$ cat config.mk
export PLATFORM = sky130hd
export DESIGN_NAME = instr_mem_loader
export DESIGN_NICKNAME = d
export VERILOG_FILES = /design/src/rtl/instr_mem_loader.sv
export SDC_FILE = /design/constraint.sdc
export NUM_CORES = 1
export LEC_CHECK = 0
export BUFFER_PORTS_ARGS = -buffer_cell sky130_fd_sc_hd__buf_2
export CAP_MARGIN = 20
export CORE_MARGIN = 2
export CORE_UTILIZATION = 64
export CTS_BUF_LIST = sky130_fd_sc_hd__clkbuf_4 sky130_fd_sc_hd__clkbuf_8 sky130_fd_sc_hd__clkbuf_16
export DETAILED_ROUTE_END_ITERATION = 8
export PLACE_DENSITY = 0.88
export REMOVE_ABC_BUFFERS = 1
export SYNTH_ARGS = -nofsm -noshare
export SYNTH_HDL_FRONTEND = slang
export SYNTH_SLANG_ARGS = --single-unit
$ cat constraint.sdc
create_clock -name clock -period 10.3 [get_ports clock]
set_input_delay 1.545 -clock clock [delete_from_list [all_inputs] [get_ports clock]]
set_output_delay 1.545 -clock clock [all_outputs]
set_load 0.03 [all_outputs]
$ cat src/rtl/instr_mem_loader.sv
// instr_mem_loader: serial boot loader for the instruction memory.
//
// Receives 8N1 bytes on rx and packs them big-endian into 32-bit words. The
// first word is the image length N. The next N words are written to
// instruction memory at byte addresses 0, 4, 8, ... using one-cycle write
// strobes. Words whose index is MEM_WORDS or above are counted but not
// written. cpuReset stays high, and done stays low, until all N words have
// arrived.
//
// Ports:
//   clock        system clock, rising edge
//   reset        asynchronous active-high reset; restarts at the header
//   rx           serial input, idle high, asynchronous to clock
//   writeEnable  one-cycle write strobe
//   writeAddress word-aligned byte address of the write
//   writeData    assembled instruction word
//   cpuReset     core reset, released once the image is loaded
//   done         sticky load-complete flag
//   frameError   sticky flag, set when any stop bit samples low
module instr_mem_loader #(
  parameter int CLKS_PER_BIT = 434,
  parameter int MEM_WORDS    = 256
) (
  input  logic        clock,
  input  logic        reset,
  input  logic        rx,
  output logic        writeEnable,
  output logic [31:0] writeAddress,
  output logic [31:0] writeData,
  output logic        cpuReset,
  output logic        done,
  output logic        frameError
);

  localparam int CNT_W = $clog2(CLKS_PER_BIT);
  localparam logic [CNT_W-1:0] FULL_LAST = CNT_W'(CLKS_PER_BIT - 1);
  localparam logic [CNT_W-1:0] HALF_LAST = CNT_W'(CLKS_PER_BIT / 2 - 1);

  typedef enum logic [1:0] {BIT_IDLE, BIT_START, BIT_DATA, BIT_STOP} bit_state_t;
  typedef enum logic [1:0] {LD_HEADER, LD_LOAD, LD_FINISHED} load_state_t;

  logic             rx_meta, rx_sync;
  bit_state_t       bit_state, bit_next;
  load_state_t      load_state, load_next;
  logic [CNT_W-1:0] clk_cnt;
  logic [2:0]       bit_cnt;
  logic [7:0]       shift_reg;
  logic [1:0]       byte_cnt;
  logic [23:0]      word_buf;
  logic [31:0]      n_words;
  logic [31:0]      word_index;
  logic             full_tick, half_tick;
  logic             byte_valid, stop_bad;
  logic             word_done, in_mem;
  logic [31:0]      full_word;

  assign full_tick = (clk_cnt == FULL_LAST);
  assign half_tick = (clk_cnt == HALF_LAST);
  // The shift register holds the newest byte; word_buf holds the older three.
  assign full_word = {word_buf, shift_reg};
  assign word_done = byte_valid && (byte_cnt == 2'd3);
  assign in_mem    = (word_index < 32'(MEM_WORDS));

  // Two-flop synchronizer for the asynchronous serial input.
  always_ff @(posedge clock or posedge reset) begin
    if (reset) begin
      rx_meta <= 1'b1;
      rx_sync <= 1'b1;
    end else begin
      rx_meta <= rx;
      rx_sync <= rx_meta;
    end
  end

  // Bit FSM next state, plus the byte-valid and framing-error pulses.
  always_comb begin
    bit_next   = bit_state;
    byte_valid = 1'b0;
    stop_bad   = 1'b0;
    case (bit_state)
      BIT_IDLE: begin
        if (!rx_sync) bit_next = BIT_START;
        else          bit_next = BIT_IDLE;
      end
      BIT_START: begin
        // A start bit that has gone high again by mid-bit is a glitch.
        if (half_tick) bit_next = rx_sync ? BIT_IDLE : BIT_DATA;
        else           bit_next = BIT_START;
      end
      BIT_DATA: begin
        if (full_tick && (bit_cnt == 3'd7)) bit_next = BIT_STOP;
        else                                bit_next = BIT_DATA;
      end
      BIT_STOP: begin
        if (full_tick) begin
          bit_next   = BIT_IDLE;
          byte_valid = rx_sync;
          stop_bad   = !rx_sync;
        end else begin
          bit_next = BIT_STOP;
        end
      end
      default: bit_next = BIT_IDLE;
    endcase
  end

  // Bit FSM state register, bit timing counter and data shift register.
  always_ff @(posedge clock or posedge reset) begin
    if (reset) begin
      bit_state <= BIT_IDLE;
      clk_cnt   <= '0;
      bit_cnt   <= 3'd0;
      shift_reg <= 8'h00;
    end else begin
      bit_state <= bit_next;
      // Restart the bit timer on every state change and at each full-bit sample.
      if ((bit_state == BIT_IDLE) || (bit_next != bit_state) || full_tick)
        clk_cnt <= '0;
      else
        clk_cnt <= clk_cnt + 1'b1;
      if (bit_state == BIT_START)
        bit_cnt <= 3'd0;
      else if ((bit_state == BIT_DATA) && full_tick)
        bit_cnt <= bit_cnt + 3'd1;
      // Serial data arrives LSB first, so bits are shifted in from the top.
      if ((bit_state == BIT_DATA) && full_tick)
        shift_reg <= {rx_sync, shift_reg[7:1]};
    end
  end

  // Word assembly. A byte discarded for a bad stop bit never gets here.
  always_ff @(posedge clock or posedge reset) begin
    if (reset) begin
      byte_cnt <= 2'd0;
      word_buf <= 24'h000000;
    end else if (byte_valid) begin
      byte_cnt <= byte_cnt + 2'd1;
      word_buf <= {word_buf[15:0], shift_reg};
    end
  end

  // Load FSM next state.
  always_comb begin
    load_next = load_state;
    case (load_state)
      LD_HEADER: begin
        if (word_done) load_next = (full_word == 32'd0) ? LD_FINISHED : LD_LOAD;
        else           load_next = LD_HEADER;
      end
      LD_LOAD: begin
        // word_index has already advanced past the final word by the strobe cycle.
        if (word_index == n_words) load_next = LD_FINISHED;
        else                       load_next = LD_LOAD;
      end
      LD_FINISHED: load_next = LD_FINISHED;
      default:     load_next = LD_HEADER;
    endcase
  end

  // Load FSM state, word bookkeeping and registered outputs.
  always_ff @(posedge clock or posedge reset) begin
    if (reset) begin
      load_state   <= LD_HEADER;
      n_words      <= 32'd0;
      word_index   <= 32'd0;
      writeEnable  <= 1'b0;
      writeAddress <= 32'd0;
      writeData    <= 32'd0;
      cpuReset     <= 1'b1;
      done         <= 1'b0;
      frameError   <= 1'b0;
    end else begin
      load_state  <= load_next;
      writeEnable <= (load_state == LD_LOAD) && word_done && in_mem;
      if ((load_state == LD_HEADER) && word_done) begin
        n_words    <= full_word;
        word_index <= 32'd0;
      end
      if ((load_state == LD_LOAD) && word_done) begin
        word_index <= word_index + 32'd1;
        if (in_mem) begin
          writeData    <= full_word;
          writeAddress <= {word_index[29:0], 2'b00};
        end
      end
      done       <= (load_next == LD_FINISHED);
      cpuReset   <= (load_next != LD_FINISHED);
      frameError <= frameError | stop_bad;
    end
  end

endmodule

==> run summary, run 1 <==
* **Critical Path AT** 3.57 ns
* **Slew Limit Headroom** 33.6%
* **first-pass GRT wire length** 29.6 mm
* **reported leakage power** 4.55 nW
* **slowest stage cell on the critical path** dfrtp_1
* **Min Hold Slack** 0.359 ns
* **count of clock tree sinks** 182
* **minimum period implied by the final worst setup slack** 3.26 ns
* **post-detailed-route wirelength per cell** 20.6 um
* **share of post-route cells with drive strength above 1** 30.9%
* **buffer levels on the longest clock path** 2
* **outcome** completed
* **TritonCTS clock tree** done
* **pins over their slew limit** 0
* **Netlist cell types** 53
* **highest ir drop seen on vdd** 131 uV
* **Top Registers** n_words: 32 flops, word_index: 32 flops, writeData: 32 flops
* **total CTS buffers** 17
* **total of warnings raised by yosys** 0
* **Syn Area/Cell** 12.3 sq um
* **sort of element at the end of the critical path** flop
* **areal power density over the cells** 154 nW/um^2
* **Die Wd** 116 um
* **DR vias/cell** 6.20
* **most common library cell in the layout ignoring fill and taps** dfrtp_1
* **fraction of the yosys area taken by sequential cells** 56.9%
* **largest stage delay on the critical path** 0.66 ns
* **cells along the critical path** inv_1 > nor2_1 > nand4_1 > nor3_4 > buf_4 > mux2_2
* **global routing usage summed across all routing layers** 29.3%
* **effective utilization at floorplan** 66.2%
* **WS Path Type** reg -> reg
* **setup repair after global routing missed its margin** false
* **number of I/O pins** 71
* **wire length after detailed routing** 18.3 mm
* **Hold WC Path Type** reg -> reg
* **H-tree level count** 4
* **DIE AREA** 13400 sq um
* **critical path required time** 10.61 ns
* **logic depth of the worst register-to-register path** 6
* **Core Footprint** 12100 sq um
* **final global-route overflow total** 0
* **post-cts sizing count** 0
* **largest fanout of any net on the critical path** 55
* **number of cell rows** 40
* **category of the worst setup path launch point** flop
* **Final Skew** 0.00702 ns
* **max-capacitance violation count** 0
* **drt first pass iters** 5
* **Fmax achieved** 0.307 GHz
* **cells after synthesis** 653
* **commonest cells after routing, fill and taps aside** 179 x dfrtp_1, 104 x mux2_2, 68 x buf_2
* **net count reported at finish** 721
* **cts-stage hold buffer count** 0
* **Clock Pin Slew Worst Setup and Hold Paths** 0.07 ns
* **Tightest Pin Transition** 0.992 ns
* **number of setup violations in the final report** 0
* **postcts setup bufs** 0
* **Most used DFF post-synth** dfrtp_1
* **total via count in the routed design** 5532
* **Die Y** 116 um
* **number of enable-type register cells in the synthesized netlist** 0
* **Post-DRT Antenna Nets** 0
* **via count of the first global-routing pass** 5573
* **source of the worst hold timing path** rx_meta
* **total DRC errors in the routed layout** 0
* **fraction of synthesis flops using an asynchronous set or reset pin** 100%
* **final sum of negative setup slack** 0 ns
* **clock insertion delay at the later pin of the skew report** 0.43 ns
* **Reg2Reg Setup Slack** 7.04 ns
* **final number of hold-violating endpoints** 0
* **maximum number of pins on one net before global-route repair** 109
* **port buffer count** 68
* **post-route fraction of the period consumed by the critical path** 31.7%
* **violation count after the first detailed-routing iteration** 445
* **Overall Power** 0.00140 W
* **Root Buffer** clkbuf_16
* **RD Place Congestion** 0.936
* **mapped cell area** 8020 sq um
* **DP Wirelength** 11.5 mm
* **Layout area overhead** 13.3%
* **number of antenna violations at the first check in global routing** 0
* **antenna diode instance count** 0
* **Worst Setup SP** load_state[0]
* **number of storage elements in the synthesis netlist** 182
* **Hold Crit Depth** 0
* **RR Startpoint** load_state[0]
==> cells by family after synthesis <==
kind of cell | after synthesis | synth area share [%]
other | 1 | 0.0468
XOR/XNOR | 44 | 4.81
multiplexers | 108 | 15.1
adder cells (fa/ha/maj) | 7 | 1.09
AND/OR/NAND/NOR | 184 | 13.0
flip-flops | 182 | 56.9
buffers and inverters | 50 | 2.84
AO/OA/AOI/OAI | 77 | 6.18
==> metrics by stage <==
step	std cells	util, %	instance area [sq um]	setup WS, ns
floorplan	619	-	7850	3.82
global placement	859	69.6	8440	7.03
detailed placement	859	69.6	8440	6.95
CTS	891	74.7	9050	7.02
global route	892	74.9	9080	6.88
finish	892	74.9	9080	7.04
==> per-layer routing <==
metal  wire length [um]  GRT usage, %  up-vias
met5                  0             0        -
met4                297          11.5        0
met3               1280          7.95       31
met2               9320          47.6      252
met1               7440          37.9     2799
li1                   -             -     2450
==> cell usage after synthesis (all sizes together) (2+ instances only) <==
cell type / number / area [sq um]
dfrtp: 179 / 4480
mux2: 106 / 1190
nand2: 33 / 124
nor2: 31 / 119
xnor2: 30 / 263
o21ai: 28 / 140
nand4: 24 / 165
nor2b: 24 / 150
nand3: 21 / 110
nor4: 19 / 149
buf: 18 / 105
clkbuf: 17 / 66.3
inv: 15 / 56.3
xor2: 14 / 123
a21oi: 9 / 45.0
nor3: 9 / 56.3
a31oi: 7 / 43.8
ha: 7 / 87.6
o31ai: 7 / 52.6
and2: 6 / 37.5
and3: 6 / 37.5
o21a: 4 / 30.0
o41ai: 4 / 35.0
a21o: 3 / 22.5
a41oi: 3 / 26.3
dfstp: 3 / 78.8
o22a: 3 / 26.3
o22ai: 3 / 18.8
or3: 3 / 18.8
a31o: 2 / 17.5
mux2i: 2 / 20.0
==> critical path, delay by kind of cell (launching register included) <==
kind	cells	cell delay, ns
buf+inv	2	1.00
flops	1	0.66
mux	1	0.42
simple gates	3	0.99
==> area by class of cell <==
type | count | area (sq um)
clock buffers | 19 | 453
clock inverters | 13 | 164
fillers | 774 | 3030
inverters | 15 | 61.3
multi-input cells | 422 | 3240
flip-flops and latches | 182 | 4560
well taps | 168 | 210
repair buffers | 73 | 395
==> power breakdown <==
group,leakage (nW),total [W],internal (W),switching (W)
Clock,0.294,0.000672,0.000378,0.000294
Combinational,1.73,0.0000149,0.000000652,0.0000142
Sequential,2.52,0.000715,0.000715,0.000000281
Total,4.55,0.00140,0.00109,0.000308
==> final timing paths <==
path,endpoint
setup / recovery,writeData[6]
hold / removal,rx_sync
setup reg to reg,writeData[6]
hold reg to reg,rx_sync
max in group asynchronous,word_index[12]
min in group asynchronous,writeAddress[17]
(Power assumes the default switching activity.)
==> inputs of run 2 (changes only) <==
--- a/config.mk
+++ b/config.mk
@@ -8,10 +8,10 @@
 export BUFFER_PORTS_ARGS = -buffer_cell sky130_fd_sc_hd__buf_2
 export CAP_MARGIN = 20
 export CORE_MARGIN = 2
-export CORE_UTILIZATION = 64
+export CORE_UTILIZATION = 54
 export CTS_BUF_LIST = sky130_fd_sc_hd__clkbuf_4 sky130_fd_sc_hd__clkbuf_8 sky130_fd_sc_hd__clkbuf_16
 export DETAILED_ROUTE_END_ITERATION = 8
-export PLACE_DENSITY = 0.88
+export PLACE_DENSITY = 0.79
 export REMOVE_ABC_BUFFERS = 1
 export SYNTH_ARGS = -nofsm -noshare
 export SYNTH_HDL_FRONTEND = slang
==> constraint.sdc (replaced) <==
create_clock -name clock -period 2.65 [get_ports clock]
set_input_delay 0.3975 -clock clock [delete_from_list [all_inputs] [get_ports clock]]
set_output_delay 0.3975 -clock clock [all_outputs]
set_load 0.03 [all_outputs]
==> run summary, run 2 (same netlist as run 1, synthesis figures left out) <==
* **effective utilization at floorplan** 55.1%, -11 points
* **highest ir drop seen on vdd** 543 uV, +320%
* **Final Skew** 0.00799 ns, +0.000970 ns
* **Fillers** 1122, +45%
* **worst slack at placement** 0.401 ns, -6.55 ns
* **Post-Route M1 WL** 7.35 mm, -1.3%
* **post-route fraction of the period consumed by the critical path** 86.3%, +55 points
* **areal power density over the cells** 601 nW/um^2, +290%
* **DIE AREA** 15800 sq um, +18%
* **number of I/O pins** 71, unchanged
* **Core Footprint** 14500 sq um, +20%
* **RD Place Congestion** 0.901, -3.7%
* **total DRC errors in the routed layout** 0, unchanged
* **max-capacitance violation count** 0, unchanged
* **Root Buffer** clkbuf_16
* **Top Registers** n_words: 32 flops, word_index: 32 flops, writeData: 32 flops
* **final number of hold-violating endpoints** 0, unchanged
* **DR vias/cell** 5.97, -3.8%
* **maximum number of pins on one net before global-route repair** 59, -46%
* **final global-route overflow total** 0, unchanged
* **number of cell rows** 44, +10%
* **amount of wire on met3 after detailed routing** 1.08 mm, -15%
* **Layout area overhead** 15.1%
* **Power Internal** 0.00434 W, +300%
* **Tightest Pin Transition** 0.632 ns, -0.360 ns
* **total CTS buffers** 17, unchanged
* **via count of the first global-routing pass** 5588, +0.27%
* **share of post-route cells with drive strength above 1** 31.9%, +0.99 points
* **pins over their slew limit** 0, unchanged
* **Slew Limit Headroom** 57.6%, +24 points
* **most common library cell in the layout ignoring fill and taps** dfrtp_1
* **Clock Pin Slew Worst Setup and Hold Paths** 0.07 ns, about the same
* **WS Path Type** reg -> reg
* **violation count after the first detailed-routing iteration** 406, -8.8%
* **top routing layer in use** met4
* **buffer levels on the longest clock path** 2, unchanged
* **final sum of negative setup slack** 0 ns, unchanged
* **minimum period implied by the final worst setup slack** 2.29 ns, -0.974 ns
* **total via count in the routed design** 5488, -0.80%
* **wire length after detailed routing** 17.7 mm, -3.4%
* **Post-DRT Antenna Nets** 0, unchanged
* **share of total power consumed by net switching** 21.7%, -0.33 points
* **number of antenna violations at the first check in global routing** 0, unchanged
* **critical path required time** 3.00 ns, -7.61 ns
* **H-tree level count** 4, unchanged
* **category of the worst setup path launch point** flop
* **global routing usage summed across all routing layers** 23.6%, -5.7 points
* **first-pass GRT wire length** 29.3 mm, -0.91%
* **Die Wd** 126 um, +8.6%
* **Die Y** 126 um, +8.6%
* **switching power of the nets** 0.00120 W, +290%
* **setup repair after global routing missed its margin** false
* **TritonCTS clock tree** done
* **cts-stage hold buffer count** 1, +1
* **postcts setup bufs** 0, unchanged
* **number of setup violations in the final report** 0, unchanged
* **commonest cells after routing, fill and taps aside** 179 x dfrtp_1, 104 x mux2_2, 68 x buf_2
* **count of clock tree sinks** 182, unchanged
* **Seq pwr share** 50.2%, -0.8 points
* **post-cts sizing count** 0, unchanged
* **portion of total power attributed to combinational logic** 1.2%, about the same
* **Hold WC Path Type** in -> reg
* **DR WL met2** 8.80 mm, -5.6%
* **clock insertion delay at the later pin of the skew report** 0.44 ns, about the same
* **crit path setup slack, layout** 0.362 ns, -6.68 ns
* **largest fanout of any net on the critical path** 8, -85%
* **DP Wirelength** 12.2 mm, +6.2%
* **relative contribution of the clock network to total power** 48.7%, +0.8 points
* **Fmax achieved** 0.437 GHz, +43%
* **outcome** completed
* **sort of element at the end of the critical path** flop
* **Critical Path AT** 2.64 ns, -0.93 ns
* **port buffer count** 68, unchanged
* **net count reported at finish** 733, +1.7%
* **drt first pass iters** 5, unchanged
* **reported leakage power** 4.63 nW, +1.8%
* **Min Hold Slack** 0.0615 ns, -0.298 ns
* **post-detailed-route wirelength per cell** 19.3 um, -6.3%
* **antenna diode instance count** 0, unchanged
==> run 2: changes by cell type in the layout (fill, tap and decap cells not counted) <==
cell | before | now
inv_8 | 3 | 4
buf_4 | 4 | 13
clkbuf_8 | 2 | 1
bufinv_16 | 2 | 3
clkinv_4 | 2 | 0
clkbuf_4 | 0 | 1
inv_6 | 2 | 3
clkinvlp_4 | 3 | 2
clkbuf_16 | 18 | 17
buf_12 | 0 | 3
dlygate4sd3_1 | 0 | 1
==> run 2: worst max-delay path: stages (launching register included) <==
cell and delay, ns:
dfrtp_1 0.42, inv_1 0.10, ha_1 0.14, and4b_1 0.28, and4_1 0.46, nand2_1 0.31
or3_1 0.40, o21ai_0 0.09
==> run 2: path summary, 6_finish.rpt <==
check | startpoint | to | slack (ns) | depth (start not counted)
worst min-delay path | rx | rx_meta | 0.06 | 1
worst max register to register | clk_cnt[1] | word_index[18] | 0.36 | 7
min in group asynchronous | reset | writeAddress[16] | 0.53 | 3
worst max-delay path | clk_cnt[1] | word_index[18] | 0.36 | 7
worst min register to register | rx_meta | rx_sync | 0.36 | 0
max in group asynchronous | reset | rx_sync | 1.26 | 4
==> run 2: layer usage <==
layer / GRT usage (%) / up-vias
met5: 0 / -
met4: 10.4 / 0
met3: 5.31 / 45
met2: 38.0 / 186
met1: 30.9 / 2781
li1: - / 2476
==> run 2: area by class of cell <==
cell class | instances | area (sq um) | area share [%]
Clock buffer | 19 | 447 | 4.84
Clock inverter | 13 | 189 | 2.05
Inverter | 15 | 61.3 | 0.664
Multi-Input combinational cell | 422 | 3240 | 35.1
Sequential cell | 182 | 4560 | 49.4
Tap cell | 184 | 230 | 2.49
Timing Repair Buffer | 85 | 508 | 5.50
==> run 2: power groups by stage <==
stage | Clock, W | Sequential [W] | Combinational (W)
floorplan | 0 | 0.00283 | 0.0000441
global placement | 0 | 0.00283 | 0.0000666
detailed placement | 0 | 0.00283 | 0.0000685
CTS | 0.00274 | 0.00278 | 0.0000696
global route | 0.00284 | 0.00278 | 0.0000788
finish | 0.00270 | 0.00278 | 0.0000660
==> run 2: metrics by stage <==
| step | total power (W) | area (sq um) | std cells | utilization [%] |
|---|---|---|---|---|
| 5_1_grt | 0.00570 | 9230 | 920 | 63.5 |
| 3_3_place_gp | 0.00290 | 8580 | 887 | 59.1 |
| 6_report | 0.00555 | 9230 | 920 | 63.5 |
| 3_5_place_dp | 0.00290 | 8580 | 887 | 59.1 |
| 2_1_floorplan | 0.00288 | 7850 | 619 | - |
| 4_1_cts | 0.00559 | 9230 | 920 | 63.5 |
==> inputs of run 3 (changes only) <==
--- a/config.mk
+++ b/config.mk
@@ -5,13 +5,13 @@
 export SDC_FILE = /design/constraint.sdc
 export NUM_CORES = 1
 export LEC_CHECK = 0
-export BUFFER_PORTS_ARGS = -buffer_cell sky130_fd_sc_hd__buf_2
 export CAP_MARGIN = 20
 export CORE_MARGIN = 2
-export CORE_UTILIZATION = 54
+export CORE_UTILIZATION = 57
 export CTS_BUF_LIST = sky130_fd_sc_hd__clkbuf_4 sky130_fd_sc_hd__clkbuf_8 sky130_fd_sc_hd__clkbuf_16
 export DETAILED_ROUTE_END_ITERATION = 8
-export PLACE_DENSITY = 0.79
+export DONT_BUFFER_PORTS = 1
+export PLACE_DENSITY = 0.78
 export REMOVE_ABC_BUFFERS = 1
 export SYNTH_ARGS = -nofsm -noshare
 export SYNTH_HDL_FRONTEND = slang
==> constraint.sdc (replaced) <==
create_clock -name clock -period 2.65 [get_ports clock]
set_input_delay 0.3975 -clock clock [delete_from_list [all_inputs] [get_ports clock]]
set_output_delay 0.3975 -clock clock [all_outputs]
set_load 0.1 [all_outputs]
==> run summary, run 3 (same netlist as run 1, synthesis figures left out) <==
* **outcome** completed
* **Post-DRT Antenna Nets** 0, unchanged
* **total DRC errors in the routed layout** 0, unchanged
* **WS Path Type** reg -> reg
* **Final Skew** 0.0230 ns, +0.0150 ns
* **DR vias/cell** 6.07, +1.8%
* **Core Footprint** 13800 sq um, -4.9%
* **TritonCTS clock tree** done
* **sort of element at the end of the critical path** flop
* **Fmax achieved** 0.434 GHz, -0.80%
* **final sum of negative setup slack** 0 ns, unchanged
* **Hold WC Path Type** reg -> reg
* **portion of total power attributed to combinational logic** 1.4%, +0.2 points
* **Critical Path AT** 2.62 ns, -0.02 ns
* **Seq pwr share** 51.0%, +0.8 points
* **drt first pass iters** 5, unchanged
* **global routing usage summed across all routing layers** 24.9%, +1.3 points
* **relative contribution of the clock network to total power** 47.6%, -1.1 points
* **number of setup violations in the final report** 0, unchanged
* **pins over their slew limit** 0, unchanged
* **Overall Power** 0.00545 W, -1.7%
* **number of stages on the worst setup path** 7, unchanged
* **Slew Limit Headroom** 37.9%, -20 points
* **setup repair after global routing missed its margin** false
* **critical path endpoint** writeData[29]
* **RD Place Congestion** 0.928, +2.9%
* **cell area after placement** 8240 sq um, -4.1%
* **slowest stage cell on the critical path** dfrtp_1
* **critical register-to-register path endpoint** writeData[29]
* **cell family with the largest share of critical-path delay** simple AND/OR/NAND/NOR gates
* **Die Y** 123 um, -2.6%
* **antenna diode instance count** 0, unchanged
* **critical path required time** 2.96 ns, -0.04 ns
* **Reg2Reg Setup Slack** 0.34 ns, -0.02 ns
* **first-pass GRT wire length** 28.3 mm, -3.5%
* **minimum period implied by the final worst setup slack** 2.31 ns, +0.0185 ns
* **DP Wirelength** 11.6 mm, -5.0%
* **logic depth of the worst register-to-register path** 7, unchanged
* **via count of the first global-routing pass** 5213, -6.7%
* **count of clock tree sinks** 182, unchanged
* **maximum number of pins on one net before global-route repair** 59, unchanged
* **largest stage delay on the critical path** 0.42 ns, -0.04 ns
* **share of post-route cells with drive strength above 1** 24.7%, -7.2 points
* **commonest cells after routing, fill and taps aside** 179 x dfrtp_1, 104 x mux2_2, 33 x nand2_1
* **max-capacitance violation count** 0, unchanged
* **reported leakage power** 4.24 nW, -8.3%
* **share of total power consumed by net switching** 22.1%, +0.49 points
* **final cell count without fillers** 847, -7.9%
* **category of the worst setup path launch point** flop
* **post-detailed-route wirelength per cell** 20.4 um, +5.9%
* **Layout area overhead** 10.8%
* **areal power density over the cells** 614 nW/um^2, +2.2%
* **Die Wd** 123 um, -2.6%
* **number of cell rows** 43, -2.3%
* **Top Registers** n_words: 32 flops, word_index: 32 flops, writeData: 32 flops
* **number of I/O pins** 71, unchanged
* **Root Buffer** clkbuf_16
* **clock insertion delay at the later pin of the skew report** 0.44 ns, about the same
* **net count reported at finish** 664, -9.4%
* **post-route fraction of the period consumed by the critical path** 87.0%, +0.70 points
* **total via count in the routed design** 5142, -6.3%
* **most common library cell in the layout ignoring fill and taps** dfrtp_1
* **effective utilization at floorplan** 58.0%, +2.8 points
* **total CTS buffers** 17, unchanged
* **H-tree level count** 4, unchanged
* **critical path buffer and inverter count** 2, +1
* **Power Internal** 0.00425 W, -2.3%
* **placed cells** 813, -8.3%
* **wire length after detailed routing** 17.3 mm, -2.5%
* **Clock Pin Slew Worst Setup and Hold Paths** 0.08 ns, about the same
* **number of antenna violations at the first check in global routing** 0, unchanged
* **highest ir drop seen on vdd** 581 uV, +7.0%
* **switching power of the nets** 0.00121 W, +0.55%
* **Worst Setup SP** clk_cnt[1]
* **buffer levels on the longest clock path** 2, unchanged
* **final standard cell area without fillers** 8880 sq um, -3.8%
* **final global-route overflow total** 0, unchanged
* **RR Startpoint** clk_cnt[1]
* **cells along the critical path** inv_1 > ha_1 > and4b_1 > nand4_1 > nor3_4 > buf_12 > mux2_2
* **largest fanout of any net on the critical path** 55, +47
* **port buffer count** 0, -100%
* **Tightest Pin Transition** 0.931 ns, +0.299 ns
* **DIE AREA** 15000 sq um, -5.1%
* **violation count after the first detailed-routing iteration** 415, +2.2%
* **final number of hold-violating endpoints** 0, unchanged
[run 3: cell types whose count changed in the layout (fill, tap and decap cells not counted), sizes merged]
cell,delta
buf,-70
clkinv,+4
inv,-2
bufinv,-1
clkbuf,-1
dlygate4sd3,+1
[run 3: layer usage]
metal | vias to the layer above | track usage [%] | routed length [um] | share of wire (%)
met1 | 2613 | 34.4 | 7520 | 44
met2 | 161 | 38.1 | 8390 | 49
met4 | 0 | 8.05 | 278 | 1.6
li1 | 2343 | - | - | -
met5 | - | 0 | 0 | 0
met3 | 25 | 7.57 | 1090 | 6.3
[run 3: final cells by class]
class	count	area, sq um
clock buffer	18	439
clock inverter	14	188
fill	976	4940
inverter	15	61.3
multi-input combinational	422	3240
sequential	182	4560
tap	180	225
timing repair buffer	16	175
[run 3: power groups by stage]
stage               clock (W)  sequential [W]  combinational (W)
global placement            0         0.00283          0.0000745
global route          0.00277         0.00278          0.0000887
finish                0.00260         0.00278          0.0000754
floorplan                   0         0.00283          0.0000526
CTS                   0.00265         0.00278          0.0000793
detailed placement          0         0.00283          0.0000765
[run 3: worst min-delay path by stage]
stage	startpoint	end	slack, ns	cells past startpoint
after floorplan	rx_meta	rx_sync	0.35	0
after global placement	reset	word_buf[3]	0.34	1
after detailed placement	reset	writeEnable	0.35	1
after CTS	rx_meta	rx_sync	0.36	0
after global routing	rx_meta	rx_sync	0.37	0
final	rx_meta	rx_sync	0.36	0
[run 3: what timing repair did]
item,in CTS,in global routing
buffers inserted,0,0
endpoints found under the hold margin,56,0
hold buffers,2,0
gates resized for setup,0,0
[run 3: through the flow]
| step | worst slack, ns | hold WS (ns) | util (%) |
|---|---|---|---|
| after CTS | 0.374 | 0.361 | 64.2 |
| after floorplan | -2.69 | 0.345 | - |
| final | 0.343 | 0.362 | 64.2 |
| after global placement | 0.516 | 0.341 | 59.6 |
| after detailed placement | 0.395 | 0.349 | 59.6 |
| after global routing | 0.236 | 0.369 | 64.2 |
